### src/rtl/scct_compare.sv
// -----------------------------------------------------------------------------
// scct_compare
//
// Output-compare channel that sits downstream of the SCCT counter. It watches
// the counter value together with its one-cycle counter_changed strobe. When
// the armed compare value is reached, the channel:
//   - drives an action on the output pin,
//   - pulses match_o for one cycle, and
//   - raises a maskable, sticky interrupt flag.
// The channel runs either periodically or as a one-shot.
//
// The compare value is double-buffered. Host writes land in `compare`, while
// matching is done against `compare_shadow`. The shadow is reloaded on every
// arm and on every periodic hit.
//
// Ports
//   clk, rst                   clock, synchronous active-high reset
//   counter, counter_changed   counter value and its new-value strobe
//   compare_i / _wen           compare register write
//   mode_i / _wen              [1:0] pin action (0 none, 1 set, 2 clear,
//                              3 toggle), [2] one-shot
//   enable_i / _wen            1 arms (or re-arms), 0 disarms
//   irq_enable_i / _wen        interrupt mask write
//   irq_status_i / _wen        write 1 clears the sticky irq flag
//   compare_o, mode_o,
//   irq_enable_o               register readback
//   enable_o                   channel is ARMED or FIRED
//   irq_status_o               sticky interrupt flag
//   match_o                    one-cycle pulse, one cycle after each hit
//   oc_pin_o                   compare output pin
//   fsm_state                  current FSM state (IDLE/ARMED/FIRED), debug
//
// Write strobes follow a simple rule: a *_wen high for one clock commits the
// paired data on that rising edge. There is no back-pressure.
// -----------------------------------------------------------------------------
module scct_compare #(
    parameter int   CTR_WIDTH     = 32,
    parameter logic PIN_RESET_VAL = 1'b0
) (
    input  logic                 clk,
    input  logic                 rst,
    input  logic [CTR_WIDTH-1:0] counter,
    input  logic                 counter_changed,
    input  logic [CTR_WIDTH-1:0] compare_i,
    input  logic                 compare_i_wen,
    input  logic [2:0]           mode_i,
    input  logic                 mode_i_wen,
    input  logic                 enable_i,
    input  logic                 enable_i_wen,
    input  logic                 irq_enable_i,
    input  logic                 irq_enable_i_wen,
    input  logic                 irq_status_i,
    input  logic                 irq_status_i_wen,
    output logic [CTR_WIDTH-1:0] compare_o,
    output logic [2:0]           mode_o,
    output logic                 enable_o,
    output logic                 irq_enable_o,
    output logic                 irq_status_o,
    output logic                 match_o,
    output logic                 oc_pin_o,
    output logic [1:0]           fsm_state
);

    localparam logic [1:0] ST_IDLE  = 2'd0;
    localparam logic [1:0] ST_ARMED = 2'd1;
    localparam logic [1:0] ST_FIRED = 2'd2;

    logic [1:0]           state;
    logic [CTR_WIDTH-1:0] compare;
    logic [CTR_WIDTH-1:0] compare_shadow;
    logic [2:0]           mode;
    logic                 irq_enable;
    logic                 irq_status;
    logic                 match;
    logic                 oc_pin;

    logic                 hit;
    logic                 disarm;
    logic                 hit_eff;
    logic [CTR_WIDTH-1:0] compare_next;
    logic                 pin_action;

    // A hit needs a fresh counter value. Equal values without the strobe
    // never match.
    assign hit     = (state == ST_ARMED) && counter_changed && (counter == compare_shadow);
    assign disarm  = enable_i_wen && !enable_i;
    // A disarm in the hit cycle suppresses every side effect of that hit.
    assign hit_eff = hit && !disarm;

    // A shadow reload in the same cycle as a compare write takes the new value.
    assign compare_next = compare_i_wen ? compare_i : compare;

    // The pin action always uses the mode value held before any same-cycle
    // mode write.
    always_comb begin
        pin_action = oc_pin;
        case (mode[1:0])
            2'd1:    pin_action = 1'b1;
            2'd2:    pin_action = 1'b0;
            2'd3:    pin_action = ~oc_pin;
            default: pin_action = oc_pin;
        endcase
    end

    always_ff @(posedge clk) begin
        if (rst) begin
            state          <= ST_IDLE;
            compare        <= '0;
            compare_shadow <= '0;
            mode           <= 3'd0;
            irq_enable     <= 1'b0;
            irq_status     <= 1'b0;
            match          <= 1'b0;
            oc_pin         <= PIN_RESET_VAL;
        end else begin
            if (compare_i_wen)    compare    <= compare_i;
            if (mode_i_wen)       mode       <= mode_i;
            if (irq_enable_i_wen) irq_enable <= irq_enable_i;

            match <= hit_eff;

            // Setting the flag wins over a same-cycle clear.
            if (hit_eff && irq_enable)
                irq_status <= 1'b1;
            else if (irq_status_i_wen && irq_status_i)
                irq_status <= 1'b0;

            if (enable_i_wen) begin
                if (enable_i) begin
                    // Arm or re-arm. A hit in this cycle still drives the pin.
                    state          <= ST_ARMED;
                    compare_shadow <= compare_next;
                    if (hit_eff) oc_pin <= pin_action;
                end else begin
                    state  <= ST_IDLE;
                    oc_pin <= PIN_RESET_VAL;
                end
            end else if (hit_eff) begin
                oc_pin <= pin_action;
                if (mode[2])
                    state <= ST_FIRED;
                else
                    compare_shadow <= compare_next;
            end
        end
    end

    assign compare_o    = compare;
    assign mode_o       = mode;
    assign enable_o     = (state == ST_ARMED) || (state == ST_FIRED);
    assign irq_enable_o = irq_enable;
    assign irq_status_o = irq_status;
    assign match_o      = match;
    assign oc_pin_o     = oc_pin;
    assign fsm_state    = state;

endmodule

### config.mk
export PLATFORM = sky130hd
export DESIGN_NAME = scct_compare
export DESIGN_NICKNAME = d
export VERILOG_FILES = /design/src/rtl/scct_compare.sv
export SDC_FILE = /design/constraint.sdc
export NUM_CORES = 1
export LEC_CHECK = 0
export BUFFER_PORTS_ARGS = -buffer_cell sky130_fd_sc_hd__clkbuf_2
export CAP_MARGIN = 20
export CORE_ASPECT_RATIO = 1.75
export CORE_MARGIN = 1.5
export CORE_UTILIZATION = 28
export DETAILED_ROUTE_END_ITERATION = 6
export HOLD_SLACK_MARGIN = 0.15
export SLEW_MARGIN = 20
export SYNTH_ARGS = -nofsm -noshare
export SYNTH_HDL_FRONTEND = slang
export SYNTH_SLANG_ARGS = --single-unit
### constraint.sdc
create_clock -name clk -period 5.7 [get_ports clk]
set_clock_uncertainty 0.1 [all_clocks]
set_input_delay 0 -clock clk [delete_from_list [all_inputs] [get_ports clk]]
set_output_delay 0 -clock clk [all_outputs]
set_load 0.005 [all_outputs]
==> results.cfg, run 1 <==
[timing]
finalSetupTns_ns = 0
tightest_slew_ns = 1.10
slew_headroom_pct = 26.8
setup_viol = 0
period_minus_slack_ns = 3.31
slew_violations = 0
rsz0062_at_grt = no
period_share_pct = 58.1
hold_viol = 0
fmax_mhz = 302

[route]
wl_per_cell_um = 13.5
routed_wl_mm = 8.20
first_iter_violations = 78
drc = 0
dr.pass1.iters = 4
drtAntennaViolNets = 0
vias = 2646
viasPerCell = 4.34

[critical_path]
worst-setup-path-type = input port to flip-flop
path_buf_inv = 4
crit_chain = dlygate4sd3_1 -> clkbuf_2 -> nor2b_1 -> a2111oi_0 -> o2111ai_1 -> dlygate4sd3_1 -> nor3_2 -> a32oi_4 -> buf_4 -> mux2_4
cp_common_cell = dlygate4sd3_1
start_kind = input port
reg2regPathDepth = 10
end_kind = flip-flop
critical_path.slowest_cell = dlygate4sd3_1
cp_max_fo = 32
r2r_start = fsm_state[1]$_SDFFE_PP0P_
slowest_delay_ns = 0.60
r2r-end = match_o$_SDFF_PP0_
rrSetupSlack_ns = 2.43
arrival_ns = 3.42
cp_top_family = buffers and inverters
required_ns = 5.81

[pwr]
irDropWorstVdd_mv = 0.159
p_switching_mw = 0.290
powerDensity_mw_per_mm2 = 262
switching_share_pct = 23.4
leakagePower_nw = 2.32
comb_power_share_pct = 13.8
power.share.sequential_pct = 44.3
p_clk_share_pct = 41.8
p_int_mw = 0.951

[floorplan]
die_w_um = 84.4
start_util_pct = 28.9
core.rowCount = 51
io_pins = 120
dieHeight_um = 146
core_area_sq_mm = 0.0112
die_area_sq_mm = 0.0123

[clocking]
clock-root-buffer = clkbuf_16
cts_tree = built
clock_sinks = 73
clk_latency_ns = 0.33
cts_resized = 0
post-cts-setup-buffer-count = 0
cts_buffer_depth = 2
numCtsBuffers = 9
cts.reportedPaths.clkPinSlew_ns = 0.05
htreeDepth = 3

[grt]
antenna_found_initial = 0
top_usage_layer = met2
gr-total-overflow = 0
grt_usage_pct = 13.8
grt_pass1_vias = 2798
use_met3_pct = 2.72
use_met2_pct = 24.6
met1_usage_pct = 14.7
grt_max_degree = 74
grt_pass1_wl_mm = 13.2

[cells_and_area]
antennaDiodeCount = 0
layout-drive-gt1-share_pct = 35.6
stdcell_count = 609
syn2layout_area_growth_pct = 45.6
nNetsFinal = 551

[hold_path]
holdPathEnd = match_o$_SDFF_PP0_
min_path_cells = 3
min_from = rst
hold_class = input port to flip-flop

[synth]
synth.cell_area_sq_mm = 0.00325
syn_avg_cell_area_sq_um = 10.7
ys_seq_area_share_pct = 45.0
yosysUniqueCellTypes = 32
syn-instance-count = 304
yosysWarnings = 0
synth-seq-cells = 73
synth_fp_nets = 383

[run]
maxCapViolations = 0

[place]
port_buffers = 119
gp_congestion = 0.805
place_hpwl_mm = 5.70
placed_cells = 542

[outcome]
status = completed
==> logic make-up after synthesis <==
kind of cell             after synthesis  share of synthesized area, %
AND/OR/NAND/NOR                       96                          14.8
flip-flops                            73                          45.0
multiplexers                          68                          25.6
buffers and inverters                 28                          3.93
XOR/XNOR                              21                          5.66
AO/OA/AOI/OAI                         17                          4.58
adder cells (fa/ha/maj)                1                         0.385
==> through the flow <==
| stage | hold WS (ns) | instance area, sq um | util, % | total power, mW | worst slack [ns] |
|---|---|---|---|---|---|
| global placement | 0.140 | 3950 | 35.1 | 0.704 | 2.97 |
| CTS | 0.203 | 4730 | 42.1 | 1.26 | 2.41 |
| floorplan | -0.0207 | 3250 | - | 0.644 | 3.19 |
| finish | 0.210 | 4730 | 42.1 | 1.24 | 2.39 |
| global route | 0.241 | 4730 | 42.1 | 1.30 | 2.17 |
| detailed placement | 0.155 | 3950 | 35.1 | 0.707 | 2.89 |
==> layout by cell type, fill, tap and decap left out <==
| master | n |
|---|---|
| clkbuf_2 | 119 |
| dfxtp_1 | 73 |
| dlygate4sd3_1 | 51 |
| nor2_1 | 46 |
| mux2i_1 | 36 |
| mux2_4 | 30 |
| nor2b_1 | 29 |
| xor2_1 | 20 |
| inv_1 | 13 |
| clkbuf_16 | 9 |
| nand2_1 | 8 |
| o22ai_1 | 5 |
| nor4_1 | 4 |
| a22o_1 | 3 |
| clkinv_2 | 3 |
| nor3_1 | 2 |
| nand3_1 | 2 |
| a21oi_1 | 2 |
| mux2_2 | 2 |
| clkbuf_1 | 2 |
| clkbuf_8 | 2 |
| buf_4 | 2 |
| or4_1 | 1 |
| xnor2_1 | 1 |
| a2111oi_0 | 1 |
| o2111ai_1 | 1 |
| nor3_2 | 1 |
| a211o_1 | 1 |
| a2111o_1 | 1 |
| nor4_4 | 1 |
| a32oi_4 | 1 |
| a311o_1 | 1 |
| a31oi_1 | 1 |
| and3_1 | 1 |
| nand3b_1 | 1 |
| ha_1 | 1 |
==> synth_stat cells <==
cell        n  area [sq um]
ha_1        1          12.5
and3_1      1          6.26
nand3b_1    1          7.51
clkbuf_1    6          22.5
dfxtp_1    73          1460
inv_1      13          48.8
xor2_1     20           175
a31oi_1     1          6.26
nand2_1     8          30.0
a32oi_4     1          27.5
a21oi_1     2          10.0
a211o_1     1          8.76
mux2i_1    36           360
nor3_2      1          10.0
a2111o_1    1          11.3
a22o_1      3          26.3
or4_1       1          7.51
xnor2_1     1          8.76
mux2_4     30           450
nor3_1      2          10.0
mux2_2      2          22.5
buf_1       6          22.5
nor4_1      4          25.0
o22ai_1     5          31.3
buf_6       3          33.8
nand3_1     2          10.0
o2111ai_1   1          8.76
nor2_1     46           173
a311o_1     1          10.0
nor4_4      1          21.3
nor2b_1    29           181
a2111oi_0   1          8.76
==> how the worst max path moves through the flow <==
stage	start	endpoint	slack, ns	cells past startpoint
finish	enable_i_wen	compare_shadow[26]$_SDFFE_PP0P_	2.39	10
CTS	enable_i_wen	compare_shadow[26]$_SDFFE_PP0P_	2.41	10
detailed placement	fsm_state[1]$_SDFFE_PP0P_	compare_shadow[26]$_SDFFE_PP0P_	2.89	9
global placement	fsm_state[1]$_SDFFE_PP0P_	compare_shadow[27]$_SDFFE_PP0P_	2.97	9
floorplan	fsm_state[0]$_SDFFE_PP0P_	compare_shadow[0]$_SDFFE_PP0P_	3.19	8
global route	enable_i_wen	compare_shadow[26]$_SDFFE_PP0P_	2.17	10
==> tightest hold or removal path, cell delays in order <==
cell and delay, ns:
clkbuf_2 0.08, buf_4 0.34, nor2_1 0.17
==> per-layer routing <==
metal	wire length, um	up-vias	part of all wire (%)
met5	0	-	0
met4	312	0	3.8
met1	3170	1188	39
met2	4390	77	54
li1	-	1362	-
met3	321	19	3.9
==> cell type report <==
type                            count  area [sq um]
Timing Repair Buffer              172          1120
Clock inverter                      3          15.0
Clock buffer                       13           260
Fill cell                        1125          6500
Tap cell                          132           165
Multi-Input combinational cell    203          1660
Sequential cell                    73          1460
Inverter                           13          48.8
==> power by group through the flow <==
stage	registers (mW)	logic (mW)	clock network (mW)
floorplan	0.560	0.0837	0
global placement	0.560	0.144	0
detailed placement	0.561	0.146	0
CTS	0.550	0.174	0.533
global route	0.553	0.189	0.558
finish	0.550	0.172	0.519
==> state kept, by name, summed over array words and instances, names as in the netlist <==
register and count:
irq_status_o 1, irq_enable_o 1, compare_shadow 32, compare_o 32
fsm_state 2, match_o 1, mode_o 3, oc_pin_o 1
==> repair_timing <==
| action | in CTS | in global routing |
|---|---|---|
| hold buffers | 51 | 0 |
| endpoints found under the hold margin | 73 | 0 |
| endpoints found under the setup margin | 0 | 0 |
No activity file was read; power rests on OpenSTA's default activity.
==> inputs of run 2 (changes only) <==
- clock period: 5.7 -> 2.9 ns (I/O delays scaled with it)
==> results.cfg, run 2 (synthesis results as in run 1) <==
[pwr]
powerDensity_mw_per_mm2 = 519
leakagePower_nw = 2.45
total_power_mw = 2.57
irDropWorstVdd_mv = 0.293

[route]
routed_wl_mm = 8.33
dr.pass1.iters = 4
drtAntennaViolNets = 0
first_iter_violations = 44
wl_per_cell_um = 13.3
viasPerCell = 4.34
drc = 0
vias = 2724

[critical_path]
critical_path.slowest_cell = dlygate4sd3_1
cp_max_fo = 6
slowest_delay_ns = 0.57
reg2regPathDepth = 10
path_buf_inv = 4
required_ns = 3.01
worst-setup-path-type = input port to flip-flop
cp_common_cell = dlygate4sd3_1
cp_top_family = buffers and inverters
cp.depth = 10
arrival_ns = 2.79
start_kind = input port
end_kind = flip-flop
crit_chain = dlygate4sd3_1 -> clkbuf_2 -> nor2b_1 -> a2111oi_0 -> o2111ai_1 -> nor3_2 -> buf_4 -> a311o_1 -> a21oi_1 -> dlygate4sd3_1

[timing]
period_share_pct = 92.4
rsz0062_at_grt = no
whs_ns = 0.214
fmax_mhz = 373
hold_viol = 0
layout_setup_ws_ns = 0.219
setup_viol = 0
period_minus_slack_ns = 2.68
slew_violations = 0
tightest_slew_ns = 0.556
slew_headroom_pct = 62.9
finalSetupTns_ns = 0

[cells_and_area]
syn2layout_area_growth_pct = 52.3
nNetsFinal = 569
final_common_cell = clkbuf_2
final_cell_mix = clkbuf_2, dfxtp_1, dlygate4sd3_1, nor2_1, mux2i_1
layout-drive-gt1-share_pct = 35.2
antennaDiodeCount = 0

[clocking]
htreeDepth = 3
cts_tree = built
cts_buffer_depth = 2
cts.reportedPaths.clkPinSlew_ns = 0.05
clock_sinks = 73
numCtsBuffers = 9
post-cts-setup-buffer-count = 0
cts_resized = 0
clk_latency_ns = 0.33
clock-root-buffer = clkbuf_16

[floorplan]
start_util_pct = 28.9
core.rowCount = 51
dieHeight_um = 146
die_area_sq_mm = 0.0123
die_w_um = 84.4
core_area_sq_mm = 0.0112
io_pins = 120

[hold_path]
hold_class = input port to flip-flop
min_path_cells = 7

[place]
port_buffers = 119
gp_congestion = 0.878
post-place-ws_ns = 0.330
place_hpwl_mm = 5.76

[grt]
grt_pass1_vias = 2722
grt_usage_pct = 13.7
gr-total-overflow = 0
antenna_found_initial = 0
grt_max_degree = 40
grt_pass1_wl_mm = 13.2

[outcome]
status = completed

[run]
maxCapViolations = 0
[run 2: cell count changes in the layout (fill, tap and decap cells not counted), sizes merged]
cell / previous run / this run
bufinv: 0 / 1
dlygate4sd3: 51 / 65
buf: 2 / 6
clkbuf: 132 / 133
clkinv: 3 / 1
[run 2: final cells by class]
| type | count | area, sq um |
|---|---|---|
| fill | 1109 | 6280 |
| multi-input combinational | 203 | 1660 |
| sequential | 73 | 1460 |
| timing repair buffer | 190 | 1300 |
| clock buffer | 14 | 274 |
| tap | 132 | 165 |
| inverter | 13 | 48.8 |
| clock inverter | 2 | 35.0 |
[run 2: power breakdown]
part	switching, mW	total, mW	internal, mW
Clock	0.394	1.13	0.735
Combinational	0.146	0.357	0.210
Sequential	0.0283	1.08	1.05
Total	0.569	2.57	2.00
[run 2: metrics by stage]
step           util, %  std cells  instance area, sq um
6_report          44.1        627                  4950
3_5_place_dp      35.5        546                  3990
5_1_grt           44.1        627                  4950
4_1_cts           44.1        627                  4950
3_3_place_gp      35.5        546                  3990
2_1_floorplan        -        304                  3250
[run 2: final timing paths]
check | start | end | slack (ns)
max | enable_i_wen | fsm_state[0]$_SDFFE_PP0P_ | 0.22
max reg2reg | fsm_state[1]$_SDFFE_PP0P_ | fsm_state[0]$_SDFFE_PP0P_ | 0.24
min reg2reg | oc_pin_o$_SDFF_PP0_ | oc_pin_o$_SDFF_PP0_ | 0.39
min | counter[4] | match_o$_SDFF_PP0_ | 0.21
[run 2: per-layer routing]
metal	vias up	part of all wire (%)	track usage (%)
met5	-	0	0
met4	0	2.7	6.69
met3	16	4.5	3.06
met2	78	53	24.5
met1	1230	40	14.9
li1	1400	-	-
[run 2: worst reg2reg max path, stage by stage, from the launching register on]
cell and delay [ns]:
dfxtp_1 0.32, inv_1 0.06, ha_1 0.13, nand2_1 0.05
a211o_1 0.25, a2111o_1 0.43, nor4_4 0.22, buf_4 0.20
a311o_1 0.16, a21oi_1 0.06, dlygate4sd3_1 0.57
[run 2: what timing repair did]
action / 4_1_cts / 5_1_grt
hold endpoints to repair: 72 / 0
endpoints found under the setup margin: 0 / 1
hold buffers: 65 / 0
